### config.mk
export PLATFORM = sky130hd
export DESIGN_NAME = pb_edge_port
export DESIGN_NICKNAME = d
export VERILOG_FILES = /design/src/rtl/pb_port_pkg.sv /design/src/rtl/key_debounce.sv /design/src/rtl/pb_edge_port.sv
export SDC_FILE = /design/constraint.sdc
export NUM_CORES = 1
export LEC_CHECK = 0
export ABC_AREA = 1
export ABC_CLOCK_PERIOD_IN_PS = 2300
export BUFFER_PORTS_ARGS = -buffer_cell sky130_fd_sc_hd__clkbuf_2
export CAP_MARGIN = 20
export CORE_AREA = 3 3 143 145
export CTS_CLUSTER_SIZE = 28
export DETAILED_ROUTE_END_ITERATION = 8
export DIE_AREA = 0 0 146 148
export GPL_ROUTABILITY_DRIVEN = 0
export PLACE_DENSITY_LB_ADDON = 0.15
export SLEW_MARGIN = 5
export SYNTH_ARGS = -nofsm -noshare
export SYNTH_HDL_FRONTEND = slang
export SYNTH_SLANG_ARGS = --single-unit
### constraint.sdc
create_clock -name Clock -period 2.3 [get_ports Clock]
set_input_delay 0.46 -clock Clock [delete_from_list [all_inputs] [get_ports Clock]]
set_output_delay 0.46 -clock Clock [all_outputs]
set_load 0.03 [all_outputs]
### src/rtl/pb_port_pkg.sv
// Shared constants for the pushbutton input port: register addresses and
// the default debounce window.
package pb_port_pkg;

   localparam int DB_CYCLES_DEFAULT = 500000;

   localparam logic [1:0] ADDR_DATA = 2'd0;
   localparam logic [1:0] ADDR_MASK = 2'd2;
   localparam logic [1:0] ADDR_EDGE = 2'd3;

endpackage

### src/rtl/key_debounce.sv
// One pushbutton: 2-flop synchronizer, debounce counter and debounced level.
// rise is combinational so the edge register can capture on the same edge that level goes high.
module key_debounce
   import pb_port_pkg::*;
#(
   parameter int DB_CYCLES = DB_CYCLES_DEFAULT,
   parameter int CW        = $clog2(DB_CYCLES + 1)
) (
   input  logic Clock,
   input  logic Resetn,
   input  logic key_n,
   output logic level,
   output logic rise
);

   logic          sync_q1;
   logic          sync_q2;
   logic [CW-1:0] cnt;
   logic          at_limit;

   assign at_limit = (cnt == CW'(DB_CYCLES - 1));

   always_ff @(posedge Clock or negedge Resetn) begin
      if (!Resetn) begin
         sync_q1 <= 1'b0;
         sync_q2 <= 1'b0;
      end else begin
         sync_q1 <= ~key_n;
         sync_q2 <= sync_q1;
      end
   end

   // The counter only runs while the synchronized input disagrees with level.
   always_ff @(posedge Clock or negedge Resetn) begin
      if (!Resetn) begin
         cnt   <= '0;
         level <= 1'b0;
      end else if (sync_q2 == level) begin
         cnt <= '0;
      end else if (at_limit) begin
         level <= sync_q2;
         cnt   <= '0;
      end else begin
         cnt <= cnt + CW'(1);
      end
   end

   assign rise = sync_q2 & ~level & at_limit;

endmodule

### src/rtl/pb_edge_port.sv
// Memory-mapped pushbutton port: debounced levels, press-edge capture with
// write-1-to-clear, interrupt mask and a registered read port.
module pb_edge_port
   import pb_port_pkg::*;
#(
   parameter int N         = 4,
   parameter int DB_CYCLES = DB_CYCLES_DEFAULT,
   parameter int CW        = $clog2(DB_CYCLES + 1)
) (
   input  logic         Clock,
   input  logic         Resetn,
   input  logic [N-1:0] KEY,
   input  logic [1:0]   Addr,
   input  logic         Sel,
   input  logic         Rd,
   input  logic         Wr,
   input  logic [N-1:0] WrData,
   output logic [N-1:0] RdData,
   output logic         Irq
);

   logic [N-1:0] level;
   logic [N-1:0] rise;
   logic [N-1:0] mask;
   logic [N-1:0] edge_cap;
   logic [N-1:0] edge_clr;
   logic [N-1:0] rd_mux;
   logic         rd_en;
   logic         wr_en;

   for (genvar gi = 0; gi < N; gi++) begin : g_key
      key_debounce #(
         .DB_CYCLES (DB_CYCLES),
         .CW        (CW)
      ) u_db (
         .Clock  (Clock),
         .Resetn (Resetn),
         .key_n  (KEY[gi]),
         .level  (level[gi]),
         .rise   (rise[gi])
      );
   end

   assign rd_en    = Sel & Rd;
   assign wr_en    = Sel & Wr;
   assign edge_clr = (wr_en && (Addr == ADDR_EDGE)) ? WrData : '0;

   always_comb begin
      rd_mux = '0;
      case (Addr)
         ADDR_DATA: rd_mux = level;
         ADDR_MASK: rd_mux = mask;
         ADDR_EDGE: rd_mux = edge_cap;
         default:   rd_mux = '0;
      endcase
   end

   // A press arriving on the same edge as its clear wins, so no event is lost.
   always_ff @(posedge Clock or negedge Resetn) begin
      if (!Resetn) begin
         mask     <= '0;
         edge_cap <= '0;
         RdData   <= '0;
         Irq      <= 1'b0;
      end else begin
         if (wr_en && (Addr == ADDR_MASK)) begin
            mask <= WrData;
         end
         edge_cap <= (edge_cap & ~edge_clr) | rise;
         if (rd_en) begin
            RdData <= rd_mux;
         end
         Irq <= |(edge_cap & mask);
      end
   end

endmodule

==> run summary, run 1 <==
The run finished with clean final reports. In this run the worst hold path is classified as primary input to async pin. In this run the critical register-to-register path is launched from g_key[0].u_db.level. Setup repair after global routing left no endpoint under its margin. The run gives 2092 as the number of inserted filler cells in the final layout. For the via count of the first global-routing pass, the log shows 4682. Setup violations remaining at the end of the flow were counted as 0. The wire length of the first global-routing pass is 23300 um, and the final hold violation count is 0. The run gives 214 as the iteration-0 DRC count of the detailed router. Data on the critical path arrives at its endpoint at 1.82 ns. The detail route stage leaves a number of antenna-violating nets equal to 0.

Sequential cells account for 52.3% of the total power. The number of enable-type register cells in the synthesized netlist is 0. The post-place instance area was 0.00616 sq mm; the power density over the cells was 561 mW/mm^2. The data required time of the critical path was 2.54 ns; the share of Yosys cell area claimed by the top area cell type was 44.2%. The tree built by TritonCTS fans out to 101 sinks. After detailed placement, the design holds a cell count of 1068.

The run gives 2.81 nW as the static power due to leakage. The post-synthesis register bit count came out at 101. For this run, asynchronously set or reset flops after synthesis account for 100%. For this run, design rule violations remaining after detail routing come to 0.

Detailed placement ended at an HPWL of 10200 um. The pin slew with the least headroom to its limit was 0.497 ns. The most used flip-flop cell after synthesis is sky130_fd_sc_hd__dfrtp_1.

The later pin in the worst-skew pair is clocked with a latency of 0.34 ns. Max-cap violations in this run came to 0. The post-synth design cell area came out at 0.00572 sq mm.

The global routing usage summed across all routing layers came out at 13.3%. Ranked by total cell area, the synthesized netlist is headed by sky130_fd_sc_hd__dfrtp_1 44%, sky130_fd_sc_hd__nor2_1 13%, sky130_fd_sc_hd__nand2_1 11%. Summed over all instances, the cell type with the most area after synthesis is sky130_fd_sc_hd__dfrtp_1. The logs give 51 for the number of rows created at floorplan and 33.2% for the end-of-flow core utilization. The port buffer count works out to 19.

The number of distinct library cell variants in the gate-level netlist after synthesis is 27, and the maximum achievable frequency is 632 MHz. The die covers 0.0216 sq mm. Dividing the detail-routed wire length by the instance count gives 12.5 um. Post-CTS timing repair inserted 0 buffers for setup. Detailed-route vias per instance: 4.32. The total net switching power came out at 0.865 mW.

The internal power consumption is 2.74 mW. The worst reg-to-reg setup slack was 0.72 ns; the smallest hold slack was 0.0746 ns. Along the worst path, the maximum fanout reaches 11. The run gives 41.1% as the share of total power in the clock network. The hold-fix buffer count after cts is 0. The completed layout was analyzed and its total power is 3.61 mW. Initial antenna violation count: 0.

Net switching is 24.0% of the power. The worst setup path is launched from a register. The worst path meets setup with 0.718 ns of slack.

The share of total power dissipated in combinational logic is 6.5%. For this run, the number of Yosys warnings is 0. TritonCTS built the clock tree.

The endpoint identified for the worst register-to-register timing path is g_key[0].u_db.cnt[17]. The sum of overflow across all layers after global routing came out at 0. The number of buffers on the longest clock path came out at 2. The die is 146 um wide.

The critical path is of the register to register type. The logs give 0 for the max-slew violation count and 0 for the diode insertion count for antenna repair. The fraction of the yosys area taken by sequential cells is 44.2%, and the die boundary height is 148 um.

The run gives 9 as the total clock buffers created by CTS. The endpoint kind of the worst setup timing path was a register. For the number of non-filler instances in the completed layout, the log shows 1081. The logs give 837 for the final-stage net count and 788 for the count of mapped cells out of synthesis. The number of H-tree branching levels is 3, and the worst setup skew after layout is 0.00552 ns. In this run the clock root is driven by a sky130_fd_sc_hd__clkbuf_16. The final route contains 4673 vias.

Cells with a size suffix above 1 make up 9.44% of the layout. After detailed routing, the total wire length is 13500 um. The first detailed-routing pass ran for 4 iterations. Relative to the synthesized area, the layout overhead comes to 12.3%. The number of gates resized after CTS was 0. The tools report the post-route standard cell area excluding fillers as 0.00643 sq mm.

Dividing the final minimum period by the clock period gives 68.8%. The largest vdd supply drop is 319 uV. Setup total negative slack on the finished layout was measured at 0 ns. After clock tree synthesis, the clock-pin slew on the worst setup and hold paths is 0.07 ns. Each instance of the synthesized netlist takes up on average 7.26 sq um. The core region is 0.0193 sq mm. The number of nets handed over by synthesis was 811. OpenSTA, run right after detailed placement, puts the worst setup slack at 0.669 ns. The clock period minus worst slack was 1.58 ns. The depth of the most critical reg-to-reg path came out at 5.

In this run the tightest slew margin relative to its limit is 66.9%. The logs give 37 for the maximum number of pins on one net before global-route repair and 20 for the number of top-level design ports. The starting utilization of the core area is 29.6%.
## state kept, by name (all words and copies together), names as in the netlist
name                count
g_key.u_db.sync_q2      4
mask                    4
g_key.u_db.cnt         76
g_key.u_db.sync_q1      4
Irq                     1
edge_cap                4
RdData                  4
g_key.u_db.level        4
## power by group through the flow
stage / Clock (mW) / Sequential, mW / Combinational, mW
floorplan: 0 / 1.94 / 0.103
global placement: 0 / 1.92 / 0.245
detailed placement: 0 / 1.92 / 0.248
CTS: 1.56 / 1.89 / 0.248
global route: 1.64 / 1.90 / 0.276
finish: 1.48 / 1.89 / 0.236
## cells by family after synthesis
| kind of cell | synth area share, % |
|---|---|
| flip-flops | 44.2 |
| adder cells (fa/ha/maj) | 1.75 |
| buffers and inverters | 7.39 |
| AND/OR/NAND/NOR | 37.7 |
| AO/OA/AOI/OAI | 3.78 |
| XOR/XNOR | 5.20 |
## area by class of cell
| type | count | area [sq um] | share of cell area [%] |
|---|---|---|---|
| clock buffer | 11 | 233 | 3.62 |
| clock inverter | 2 | 37.5 | 0.584 |
| inverter | 104 | 390 | 6.07 |
| multi-input combinational | 576 | 2770 | 43.2 |
| sequential | 101 | 2530 | 39.3 |
| tap | 265 | 332 | 5.16 |
| timing repair buffer | 22 | 133 | 2.06 |
## how the worst max path moves through the flow
stage                                     start                    end  slack (ns)  depth (start not counted)
after floorplan           g_key[2].u_db.sync_q2  g_key[2].u_db.cnt[10]        0.96                          5
after global placement      g_key[3].u_db.level  g_key[3].u_db.cnt[17]        0.67                          5
after detailed placement    g_key[3].u_db.level  g_key[3].u_db.cnt[17]        0.67                          5
after CTS                   g_key[3].u_db.level  g_key[3].u_db.cnt[17]        0.65                          5
after global routing        g_key[3].u_db.level  g_key[3].u_db.cnt[17]        0.53                          5
final                       g_key[0].u_db.level  g_key[0].u_db.cnt[17]        0.72                          5
## per-layer routing
layer,up-vias,GRT usage (%),part of all wire [%]
met5,-,0,0
met3,10,3.22,3.0
met1,2129,17.7,49
met4,0,2.92,0.73
met2,49,22.1,48
li1,2485,-,-
## Yosys cell counts, types with 5 or more instances
master and instances:
sky130_fd_sc_hd__nor2_4 7, sky130_fd_sc_hd__o21bai_1 6, sky130_fd_sc_hd__inv_1 102, sky130_fd_sc_hd__nand3_1 68
sky130_fd_sc_hd__dfrtp_1 101, sky130_fd_sc_hd__nand4_1 10, sky130_fd_sc_hd__nand2_2 18, sky130_fd_sc_hd__nand2_1 164
sky130_fd_sc_hd__xnor2_1 14, sky130_fd_sc_hd__a21oi_1 12, sky130_fd_sc_hd__xor2_1 20, sky130_fd_sc_hd__nor3_1 5
sky130_fd_sc_hd__nor2_2 14, sky130_fd_sc_hd__o21ai_0 18, sky130_fd_sc_hd__ha_1 8, sky130_fd_sc_hd__nor2_1 194
## worst max-delay path: stages, from the launching register on
cell	delay, ns
sky130_fd_sc_hd__dfrtp_1	0.36
sky130_fd_sc_hd__inv_1	0.06
sky130_fd_sc_hd__ha_1	0.55
sky130_fd_sc_hd__inv_1	0.25
sky130_fd_sc_hd__nand2_2	0.19
sky130_fd_sc_hd__nor2_1	0.06
## layout by cell type, fill, tap and decap left out
| cell | n |
|---|---|
| sky130_fd_sc_hd__clkinvlp_4 | 1 |
| sky130_fd_sc_hd__dfrtp_1 | 101 |
| sky130_fd_sc_hd__nand3_1 | 68 |
| sky130_fd_sc_hd__o21bai_1 | 6 |
| sky130_fd_sc_hd__xnor2_1 | 14 |
| sky130_fd_sc_hd__nand2_4 | 1 |
| sky130_fd_sc_hd__nand2_1 | 164 |
| sky130_fd_sc_hd__ha_1 | 8 |
| sky130_fd_sc_hd__nand3b_1 | 3 |
| sky130_fd_sc_hd__buf_12 | 1 |
| sky130_fd_sc_hd__nor3b_1 | 4 |
| sky130_fd_sc_hd__clkbuf_16 | 9 |
| sky130_fd_sc_hd__inv_2 | 2 |
| sky130_fd_sc_hd__clkbuf_2 | 18 |
| sky130_fd_sc_hd__nand4_1 | 10 |
| sky130_fd_sc_hd__o21ai_1 | 3 |
| sky130_fd_sc_hd__nor2_4 | 7 |
| sky130_fd_sc_hd__nand2_2 | 18 |
| sky130_fd_sc_hd__and2_1 | 4 |
| sky130_fd_sc_hd__inv_1 | 102 |
| sky130_fd_sc_hd__nor3_1 | 5 |
| sky130_fd_sc_hd__o22ai_1 | 1 |
| sky130_fd_sc_hd__a21oi_1 | 12 |
| sky130_fd_sc_hd__xor2_1 | 20 |
| sky130_fd_sc_hd__nor2_1 | 194 |
| sky130_fd_sc_hd__nor2_2 | 14 |
| sky130_fd_sc_hd__buf_4 | 3 |
| sky130_fd_sc_hd__o21ai_0 | 18 |
| sky130_fd_sc_hd__nand3_2 | 2 |
| sky130_fd_sc_hd__clkbuf_1 | 2 |
| sky130_fd_sc_hd__bufinv_16 | 1 |
No activity file was read; power rests on OpenSTA's default activity.
==> inputs of run 2 (changes only) <==
--- a/config.mk
+++ b/config.mk
@@ -5,14 +5,14 @@
 export SDC_FILE = /design/constraint.sdc
 export NUM_CORES = 1
 export LEC_CHECK = 0
-export ABC_AREA = 1
-export ABC_CLOCK_PERIOD_IN_PS = 2300
+export ABC_AREA = 0
+export ABC_CLOCK_PERIOD_IN_PS = 1400
 export BUFFER_PORTS_ARGS = -buffer_cell sky130_fd_sc_hd__clkbuf_2
 export CAP_MARGIN = 20
-export CORE_AREA = 3 3 143 145
+export CORE_AREA = 3 3 132 134
 export CTS_CLUSTER_SIZE = 28
 export DETAILED_ROUTE_END_ITERATION = 8
-export DIE_AREA = 0 0 146 148
+export DIE_AREA = 0 0 135 137
 export GPL_ROUTABILITY_DRIVEN = 0
 export PLACE_DENSITY_LB_ADDON = 0.15
 export SLEW_MARGIN = 5
==> constraint.sdc (replaced) <==
create_clock -name Clock -period 1.4 [get_ports Clock]
set_input_delay 0.28 -clock Clock [delete_from_list [all_inputs] [get_ports Clock]]
set_output_delay 0.28 -clock Clock [all_outputs]
set_load 0.03 [all_outputs]
==> run summary, run 2 <==
The flow ran to the end, but the final reports show violations. The checks that failed: negative setup slack. The count of maximum capacitance violations came out at 0 (unchanged).

The CTS sink count was 101 (unchanged); the placed instance count was 835 (-22%). The clock period minus worst slack is 2.04 ns (+0.461 ns), and the pin slew with the least headroom to its limit is 0.401 ns (-0.0958 ns). The tools report the post-synth design cell area as 0.00485 sq mm (-15%). The share of total power in the clock network is 42.0% (+0.9 points). The post-synthesis share of cell area spent on full adders, half adders and majority gates is 2.06% (+0.32 points), and the post-synthesis register bit count is 101 (unchanged). Endpoint kind of the worst setup timing path: a register.

The tools report the detailed-route DRC error count as 0 (unchanged). For the remaining max-slew budget at the tightest pin, the log shows 73.0% (+6.1 points). The count of mapped cells out of synthesis was 480 (-39%); the diode insertion count for antenna repair was 0 (unchanged). The number of H-tree branching levels was 3 (unchanged). The clock transition at the registers of the reported paths came out at 0.07 ns (about the same).

TritonCTS built the clock tree. The combinational family with the most area after synthesis was simple AND/OR/NAND/NOR gates. The run gives 9 (unchanged) as the total clock buffers created by CTS.

The signal on the critical path passes through or4b_1 > or4_4 > nor3_4 > mux2_4. The share of Yosys cell area claimed by the top area cell type works out to 52.1% (+8.0 points). The tools report the remaining number of nets flagged by the antenna check after routing as 0 (unchanged). The logs give 8310 um (-19%) for the sum of net half-perimeters after detailed placement and 75 (+75) for the total setup violations reported at the end of the flow. The mux share of post-synthesis cell area works out to 2.79% (+2.8 points).

Synthesized-area fraction occupied by ao, oa, aoi and oai cells: 6.86% (+3.1 points). Count of vias placed by the detailed router: 4068 (-13%). The clock network latency to the later pin of the worst-skew pair was 0.35 ns (about the same); the number of non-filler instances in the completed layout was 862 (-20%). The total net switching power was 1.46 mW (+69%).

The largest stage delay on the critical path is 0.58 ns (+0.03 ns). The layout cell share with drive strength beyond 1 was 40.3% (+31 points). The flip-flop cell with the highest count after synthesis was sky130_fd_sc_hd__dfrtp_1.

The run gives 20000 um (-14%) as the wire length of the first global-routing pass. Worst path arrival time: 2.28 ns (+0.46 ns). For the final-stage net count, the log shows 660 (-21%).

The number of buffers on the longest clock path was 2 (unchanged); the share of synthesized registers carrying an async set or reset was 100% (unchanged). For the sum of routed wire length over all layers, the log shows 11500 um (-15%). The most frequently used cell type in the post-synthesis netlist is sky130_fd_sc_hd__dfrtp_1. The tools report the sum of overflow across all layers after global routing as 0 (unchanged). Ranked by instance count, the synthesized netlist is headed by 101 x sky130_fd_sc_hd__dfrtp_1, 75 x sky130_fd_sc_hd__nor2_1, 33 x sky130_fd_sc_hd__xnor2_1, 32 x sky130_fd_sc_hd__nand2_1, 22 x sky130_fd_sc_hd__nand4_1. Setup repair after global routing could not meet its margin everywhere. Die boundary height: 137 um (-7.4%). Post-synthesis share of cell area spent on and, or, nand and nor gates: 24.3% (-13 points). Leaving out fill and tap cells, the most frequent cell in the layout is sky130_fd_sc_hd__buf_4.

The port buffer count is 19 (unchanged), and the number of warning messages in the yosys log is 0 (unchanged). Data required time of the critical path: 1.64 ns (-0.90 ns). Switching fraction of total power: 23.9% (-0.051 points).

The master cell of the clock root buffer is sky130_fd_sc_hd__clkbuf_16. The area added between synthesis and finish is 43.7%. g_key.u_db.cnt holds more flip-flops than any other register. The post-layout total power is 6.12 mW (+70%), and the mean cell area of the mapped netlist is 10.1 sq um (+39%). The internal power consumption was 4.65 mW (+70%); the final-layout setup total negative slack was -22.98 ns (-22.98 ns). The run gives 136 (-36%) as the iteration-0 DRC count of the detailed router. The largest vdd supply drop came out at 670 uV (+110%). Final hold violation count: 0 (unchanged).

Sorting the synthesized cells by area gives the leading types as sky130_fd_sc_hd__dfrtp_1 52%, sky130_fd_sc_hd__xnor2_1 6.0%, sky130_fd_sc_hd__nor2_1 5.8%. The logs give 42 (+56%) for the number of distinct library cell variants in the gate-level netlist after synthesis and 503 (-38%) for the number of nets in the synthesized netlist. The number of rows created at floorplan was 47 (-7.8%); the flip-flop count of the largest register after layout was 76 (unchanged). The worst setup path is launched from a register. The maximum achievable frequency is 489 MHz (-23%), and the number of enable-type register cells in the synthesized netlist is 0 (unchanged). The detailed-route vias per instance works out to 4.72 (+9.2%). The logs give 0.00465 ns (-0.000873 ns) for the worst setup skew after layout and 4117 (-12%) for the via count of the first global-routing pass. The tools report the fraction of the yosys area taken by sequential cells as 52.1% (+8.0 points).

The horizontal die dimension is 135 um (-7.5%). The maximum fanout along the worst path was 3 (-8). The area of the die is 0.0185 sq mm (-14%). The final worst-path cycle share is 146% (+77 points), and the combinational group share of total power is 8.1% (+1.6 points). The number of top-level design ports was 20 (unchanged); the fraction of synthesized cell area in xor and xnor cells was 9.21% (+4.0 points).

Power density over the cells: 878 mW/mm^2 (+57%). Class of the tightest hold or removal check: primary input to register. For the max-slew violation count, the log shows 0 (unchanged).

The library cells used most frequently in the layout, excluding fill and tap cells, are 125 x sky130_fd_sc_hd__buf_4, 99 x sky130_fd_sc_hd__dfrtp_1, 45 x sky130_fd_sc_hd__nor2_1. The worst path setup slack after routing was -0.643 ns (-1.36 ns). The setup path with the least slack is of type register to register.

The maximum number of pins on one net before global-route repair was 32 (-14%). The tools report the part of the power in registers as 49.9% (-2.4 points). The tools report the starting utilization of the core area as 29.6% (-0.055 points). The slowest stage of the critical path is the sky130_fd_sc_hd__or4_4 cell. The core box area is 0.0164 sq mm (-15%).

Average wire per cell in the routed design: 13.4 um (+7.2%). The static power due to leakage was 2.94 nW (+4.4%). The logs give 0 (unchanged) for the initial antenna violation count and 13.6% (+0.29 points) for the global routing usage summed across all routing layers.

The leading area contributor after synthesis was sky130_fd_sc_hd__dfrtp_1. The detailed-routing iteration count for the pre-antenna-repair pass is 4 (unchanged), and the number of inserted filler cells in the final layout is 1576 (-25%).
## run 2: final cells by class
cell class	count	area [sq um]	area share [%]
tap	220	275	3.95
clock inverter	6	61.3	0.880
inverter	21	78.8	1.13
multi-input combinational	348	2560	36.7
sequential	101	2530	36.3
clock buffer	10	239	3.43
timing repair buffer	156	1220	17.6
## run 2: power groups by stage
stage          combinational [mW]  clock, mW  sequential [mW]
4_1_cts                     0.494       2.69             3.06
6_report                    0.493       2.57             3.05
2_1_floorplan               0.190          0             3.13
3_3_place_gp                0.456          0             3.11
3_5_place_dp                0.465          0             3.11
5_1_grt                     0.557       2.80             3.07
## run 2: stage by stage
stage	hold WS [ns]	utilization [%]	area, sq um	worst slack, ns
finish	0.0582	42.5	6970	-0.643
global route	0.0607	42.5	6970	-0.696
CTS	0.0407	41.4	6790	-0.657
detailed placement	0.235	38.5	6320	-0.655
global placement	0.226	38.5	6320	-0.620
floorplan	-0.0156	-	5040	-0.607
## run 2: layer usage
metal / track usage [%] / wire [um] / part of all wire [%] / vias up
li1: - / - / - / 2019
met1: 18.2 / 5570 / 48 / 1995
met2: 22.0 / 5540 / 48 / 39
met3: 2.10 / 198 / 1.7 / 15
met4: 5.38 / 226 / 2.0 / 0
met5: 0 / 0 / 0 / -
## run 2: repair_timing
action	4_1_cts	5_1_grt
setup buffers	6	3
hold buffers	1	0
gates cloned	2	1
resized for setup	27	50
endpoints found under the hold margin	23	0
pin swaps	9	11
endpoints found under the setup margin	76	76
## run 2: cell families (layout without fill, tap and decap cells)
kind of cell,after synthesis,count (layout)
AO/OA/AOI/OAI,52,52
multiplexers,12,12
AND/OR/NAND/NOR,225,225
flip-flops,101,101
XOR/XNOR,51,51
buffers and inverters,31,193
adder cells (fa/ha/maj),8,8
## run 2: final timing paths
kind | startpoint | endpoint | slack, ns | cells past startpoint
min in group asynchronous | Resetn | g_key[1].u_db.cnt[9] | 0.39 | 2
hold / removal | KEY[0] | g_key[0].u_db.sync_q1 | 0.06 | 2
setup / recovery | g_key[3].u_db.cnt[14] | g_key[3].u_db.level | -0.64 | 4
setup reg to reg | g_key[3].u_db.cnt[14] | g_key[3].u_db.level | -0.64 | 4
hold reg to reg | g_key[2].u_db.sync_q1 | g_key[2].u_db.sync_q2 | 0.35 | 0
max in group asynchronous | Resetn | g_key[2].u_db.cnt[13] | 0.41 | 3
## run 2: critical path: cells and delay by family (launching register included)
family	cells	cell delay (ns)
multiplexers	1	0.31
AND/OR/NAND/NOR	3	1.25
flip-flops	1	0.37
